$ cat src/rtl/scaler_out_packer.sv
// Buffers the scaler's free-running pixel stream, tags each pixel with start-of-frame /
// end-of-line from the output raster position, and emits it on a valid/ready interface.
module scaler_out_packer #(
  parameter int OUT_WIDTH  = 1280,
  parameter int OUT_HEIGHT = 720,
  parameter int DEPTH      = 64,
  parameter int AW         = 6
) (
  input  logic          clk,
  input  logic          rst,
  input  logic [23:0]   in_pixel,
  input  logic          in_valid,
  input  logic          frame_restart,
  input  logic          clr_ovf,
  output logic [23:0]   m_data,
  output logic          m_valid,
  input  logic          m_ready,
  output logic          m_sof,
  output logic          m_eol,
  output logic          overflow,
  output logic [AW:0]   level
);

  localparam int CW = $clog2(OUT_WIDTH + 1);
  localparam int RW = $clog2(OUT_HEIGHT + 1);
  localparam logic [CW-1:0] COL_LAST = CW'(OUT_WIDTH - 1);
  localparam logic [RW-1:0] ROW_LAST = RW'(OUT_HEIGHT - 1);
  localparam logic [AW:0]   LVL_FULL = (AW + 1)'(DEPTH);

  logic [CW-1:0] col_q, col_d, col_cur;
  logic [RW-1:0] row_q, row_d, row_cur;
  logic [AW-1:0] wr_ptr_q, wr_ptr_d;
  logic [AW-1:0] rd_ptr_q, rd_ptr_d;
  logic [AW:0]   level_q, level_d;
  logic          ovf_q, ovf_d;

  logic          pop;
  logic          wr;
  logic          tag_sof;
  logic          tag_eol;
  logic [25:0]   head;

  logic [25:0]   mem [DEPTH];

  // Raster position and tags: frame_restart retags the current pixel as (0,0)
  always_comb begin
    col_cur = frame_restart ? '0 : col_q;
    row_cur = frame_restart ? '0 : row_q;
    tag_sof = (col_cur == '0) && (row_cur == '0);
    tag_eol = (col_cur == COL_LAST);
    col_d   = col_cur;
    row_d   = row_cur;
    // Counters follow the scaler's raster even when the pixel is dropped
    if (in_valid) begin
      if (col_cur == COL_LAST) begin
        col_d = '0;
        row_d = (row_cur == ROW_LAST) ? '0 : row_cur + RW'(1);
      end else begin
        col_d = col_cur + CW'(1);
      end
    end
  end

  // FIFO control: a full FIFO still accepts a write when the head leaves this cycle
  always_comb begin
    pop      = (level_q != '0) && m_ready;
    wr       = in_valid && ((level_q != LVL_FULL) || pop);
    wr_ptr_d = wr  ? wr_ptr_q + AW'(1) : wr_ptr_q;
    rd_ptr_d = pop ? rd_ptr_q + AW'(1) : rd_ptr_q;
    case ({wr, pop})
      2'b10:   level_d = level_q + (AW + 1)'(1);
      2'b01:   level_d = level_q - (AW + 1)'(1);
      default: level_d = level_q;
    endcase
    ovf_d = clr_ovf ? 1'b0 : ovf_q;
    if (in_valid && !wr) ovf_d = 1'b1;
  end

  always_ff @(posedge clk) begin
    if (rst) begin
      col_q    <= '0;
      row_q    <= '0;
      wr_ptr_q <= '0;
      rd_ptr_q <= '0;
      level_q  <= '0;
      ovf_q    <= 1'b0;
    end else begin
      col_q    <= col_d;
      row_q    <= row_d;
      wr_ptr_q <= wr_ptr_d;
      rd_ptr_q <= rd_ptr_d;
      level_q  <= level_d;
      ovf_q    <= ovf_d;
    end
  end

  always_ff @(posedge clk) begin
    if (wr) mem[wr_ptr_q] <= {tag_sof, tag_eol, in_pixel};
  end

  // Show-ahead output: head entry is visible as soon as it is written
  always_comb begin
    head     = mem[rd_ptr_q];
    m_valid  = (level_q != '0);
    m_data   = m_valid ? head[23:0] : '0;
    m_eol    = m_valid & head[24];
    m_sof    = m_valid & head[25];
    overflow = ovf_q;
    level    = level_q;
  end

endmodule
$ cat config.mk
export PLATFORM = sky130hd
export DESIGN_NAME = scaler_out_packer
export DESIGN_NICKNAME = d
export VERILOG_FILES = /design/src/rtl/scaler_out_packer.sv
export SDC_FILE = /design/constraint.sdc
export NUM_CORES = 2
export LEC_CHECK = 0
export CAP_MARGIN = 10
export CORE_MARGIN = 3
export CORE_UTILIZATION = 28
export CTS_CLUSTER_DIAMETER = 50
export DETAILED_ROUTE_END_ITERATION = 8
export GPL_ROUTABILITY_DRIVEN = 0
export SYNTH_ARGS = -nofsm -noshare
export SYNTH_HDL_FRONTEND = slang
export SYNTH_SLANG_ARGS = --single-unit
$ cat constraint.sdc
create_clock -name clk -period 4.2 [get_ports clk]
set_input_delay 0.63 -clock clk [delete_from_list [all_inputs] [get_ports clk]]
set_output_delay 0.63 -clock clk [all_outputs]
set_load 0.05 [all_outputs]
-- After elaboration in Yosys (flattened, before gate mapping)
Memory sizes are Yosys's and may differ from the RTL's. A register that Yosys moved wholly into a read port is not among the register bits.
Index checks and enable logic that the tools add are counted.
- eq/ne operators: 5
- reductions and logical operators: 11
- bitwise gates (word level): 2
- add/sub/neg operators: 6
- mux-type cells: 15
- operators with widths (cell ; number):
    $mux 10 ; 4
    $mux 11 ; 3
    $mux 24 ; 1
    $pmux 7 s2 ; 1
    $add 6x1->6 const B ; 2
    $mux 6 ; 2
    $add 11x1->11 const B ; 1
    $eq 11x11->1 const B ; 1
    $logic_not 11->1 ; 1
    $add 10x1->10 const B ; 1
    $eq 10x10->1 const B ; 1
    $logic_not 10->1 ; 1
    $add 7x1->7 const B ; 1
    $ne 7x7->1 const B ; 1
    $reduce_bool 7->1 ; 1
    $sub 7x1->7 const B ; 1
    $logic_and 1x1->1 ; 4
    $mux 1 ; 4
    $reduce_bool 2->1 ; 2
    $and 1x1->1 ; 2
    $eq 2x1->1 const B ; 1
    $eq 2x2->1 const B ; 1
    $logic_not 1->1 ; 1
    $logic_or 1x1->1 ; 1
- bits of input ports: 30
- register bits: 41
- word-level logic and storage cells: 46
- output and inout port bits: 35
- memories kept: 1
- RAM bits: 1664
- memories (name ; depth ; width ; rd ports ; clocked after memory_dff ; write ports ; line ; source):
    mem ; 64 ; 26 ; 1 ; 1 ; 1 ; 43 ; logic [25:0] mem [DEPTH];

-- Longest topological paths before layout
- depth after elaboration: 7
- mapped depth: 10
- gate-level depth less buffers: 9

-- Worst setup path before layout
Ideal clock, no wire load.
- path kind: register -> output
- from: register level_q[0] (netlist: level[0])
- to: output port m_data[11]
- path buffers: 2
- slack: 241 ps
- arrival: 3329 ps
- stages on the path, launching flop included: 7
- path through: dfxtp_1 or4_1 buf_6 o31a_1 clkbuf_1 o21ai_0 o41ai_1
- longest elaborated chain between the ends: 2
- RTL lines (what ; line ; source):
    start: declaration ; 34 ; logic [AW:0] level_q, level_d;
    start signal: assignment ; 92 ; level_q <= level_d;
    $reduce_bool 7->1 ; 104 ; m_valid = (level_q != '0);
    $mux 24 ; 105 ; m_data = m_valid ? head[23:0] : '0;
    end: declaration ; 15 ; output logic [23:0] m_data,
Every way passes these cells.

==> flow_metrics.tcl <==
set metrics [dict create \
    outcome "finished clean" \
    power.density_nw_per_um2 548 \
    num_rows 177 \
    ys_warn_count 0 \
    synthArstFlopShare 0 \
    areaGrowthSynthToFinish_pct 18.7 \
    endpoint_kind "output port" \
    clock_path_buffers 3 \
    vias 34100 \
    grt-ovfl-total 0 \
    final_common_cell "edfxtp_1" \
    setup_violations 0 \
    drt_iter0_markers 3702 \
    port_buffers 64 \
    first_pass_iters 5 \
    fin_cells 6782 \
    wl_per_cell_um 26.8 \
    synth_top_cell_by_area "edfxtp_1" \
    tightest_slew_ps 1240 \
    post-place-ws_ps 39.2 \
    ctsHtreeMaxLevel 4 \
    critPathMaxFanout 14 \
    route.detailed.drc 0 \
    post-route-period-util 0.985 \
    grt_pass1_wl_mm 257 \
    numCtsBuffers 171 \
    tns_ps 0 \
    drive_gt1_frac 0.291 \
    post-dp-hpwl_mm 103 \
    synthTopCellsByArea "edfxtp_1 (76%), mux4_2 (10%), mux2i_1 (2.0%), mux2_2 (1.7%), dfxtp_1 (1.4%)" \
    avgSynthCellArea_sq_um 20.6 \
    utilization 0.336 \
    clock_latency_ps 820 \
    critical_path_required_ps 3570 \
    finalClockSkew_ps 57.9 \
    cts_sinks 1711 \
    hp-class "in2reg" \
    fmax_mhz 242 \
    tritoncts "done" \
    cellLeakagePower_nw 23.3 \
    grt_pass1_vias 33800 \
    grt_max_degree 69 \
    synth-seq-cells 1711 \
    rsz0062_at_grt "true" \
    antenna_left 0 \
    clk_pin_slew_ps 60 \
    via_per_inst 5.03 \
    hold_viol_final 0 \
    synth_edf_count 1664 \
    die_area_sq_um 242000 \
    drt-total-wl_mm 182 \
    yosysSeqAreaShare 0.772 \
    finalMaxSlewViolations 0 \
    netlist_instances 3196 \
    cts_root_buf "clkbuf_16" \
    die_y_um 491 \
    drv_cap 0 \
    initial_core_util 0.283 \
    yosysTopAreaCellShare 0.757 \
    worst_setup_path_start_kind "register" \
    ir_worst_vdd_uv 641 \
    final_nets 3543 \
    fin_crit_ps 4140 \
    crit_type "reg2out" \
    yosysUniqueCellTypes 73 \
    coreArea_sq_um 233000 \
    synth.cell_area_sq_um 66000 \
    io_pins 65 \
    worst_ep_arrival_time_ps 3510 \
    dp_cells 6433 \
    grt_antenna_before_repair 17 \
    ctsHoldBuffers 0 \
    relSlewSlack 0.171 \
    synth_nets 3238 \
    mostFrequentLayoutCells "edfxtp_1 (1664), mux4_2 (298), buf_4 (196)" \
    track_usage 0.148 \
    ys_dominant_reg_cell "edfxtp_1" \
    fin_ws_ps 63.3 \
    die_w_um 491 \
]
-- layout make-up --
type                    count  area (sq um)
diodes                      4          10.0
flip-flops and latches   1711         50900
fillers                 21900        155000
well taps                3132          3920
multi-input cells        1290         14700
clock buffers             207          4460
inverters                  14          52.6
repair buffers            313          3290
clock inverters           111          1010
-- synth_stat cells (3+ instances only) --
master	count
dfxtp_1	47
nor4bb_1	3
edfxtp_1	1664
clkbuf_1	46
o21ai_0	60
o22a_1	16
o211ai_1	4
or3b_2	6
nand3_1	16
a22oi_1	34
a21oi_1	14
o31a_1	3
and2_1	3
ha_1	11
nand4_1	27
buf_4	42
nand3b_1	15
nand4bb_1	3
o22ai_1	147
xor2_1	11
mux2_2	101
mux2i_1	131
or3_1	11
buf_2	71
inv_1	14
nand4b_1	4
or4_1	16
o41ai_1	17
nor3_1	15
or2_2	4
nor2b_1	29
nand2_1	30
xnor2_1	11
and4b_1	3
nor4_1	7
nor2_1	142
a31o_2	7
nand2b_1	5
mux4_2	298
a221oi_1	15
buf_1	6
buf_6	11
a211oi_1	38
-- worst max-delay path, stage by stage (launching register included) --
cell and delay, ps:
dfxtp_4 410, buf_12 190, buf_4 160, buf_4 170
mux4_2 340, nor2_1 50, or4_1 600, nor3_4 340
a31o_2 280, buf_12 160
-- path summary, 6_finish.rpt --
| kind | to | cells after the start | startpoint | slack [ps] |
|---|---|---|---|---|
| max reg2reg | level[6] | 8 | level[0] | 1100 |
| min | mem[12][1] | 1 | in_pixel[1] | 120 |
| min reg2reg | register | 2 | rd_ptr_q[1] | 510 |
| max | m_data[6] | 9 | register | 60 |
-- where the power goes --
group	switching [W]	total, W	leakage (nW)	internal, W
combinational	0.00504	0.00912	5.38	0.00408
clock	0.00661	0.0148	2.66	0.00821
sequential	0.000114	0.0190	15.2	0.0189
total	0.0118	0.0429	23.3	0.0311
-- cells by family (layout without fill, tap and decap cells) --
group                    Yosys count  count (layout)  share of synthesized area
flip-flops                      1711            1711                      0.772
multiplexers                     530             530                      0.139
AO/OA/AOI/OAI                    374             374                     0.0390
AND/OR/NAND/NOR                  352             352                     0.0287
buffers and inverters            195             645                     0.0166
XOR/XNOR                          22              22                    0.00292
adder cells (fa/ha/maj)           12              12                    0.00239
other                              0               4                          0
-- layer usage --
layer | GRT usage | wire [um] | up-vias
li1 | - | - | 14000
met1 | 0.200 | 74900 | 18400
met2 | 0.241 | 87900 | 1410
met3 | 0.0275 | 14000 | 279
met4 | 0.0446 | 5060 | 12
met5 | 0 | 72 | -
-- per-stage QoR --
step / hold slack [ps] / instance area (sq um) / total power, W
CTS: 75.0 / 78000 / 0.0431
detailed placement: 490 / 72300 / 0.0282
global placement: 481 / 72300 / 0.0282
global route: 105 / 78300 / 0.0443
finish: 117 / 78300 / 0.0429
floorplan: 468 / 66000 / 0.0245
-- registers in the layout, indices dropped and copies added (netlist names), named ones only --
register / count
level: 7
mem: 1664
rd_ptr_q: 6
wr_ptr_q: 6
row_q: 10
overflow: 1
col_q: 11
-- repair_timing --
action	CTS	global route
setup buffers	10	10
setup endpoints to repair	26	20
pin swaps	2	2
resized for setup	21	22
cloned	2	0
Note: power is estimated with default switching activity, not from simulation.
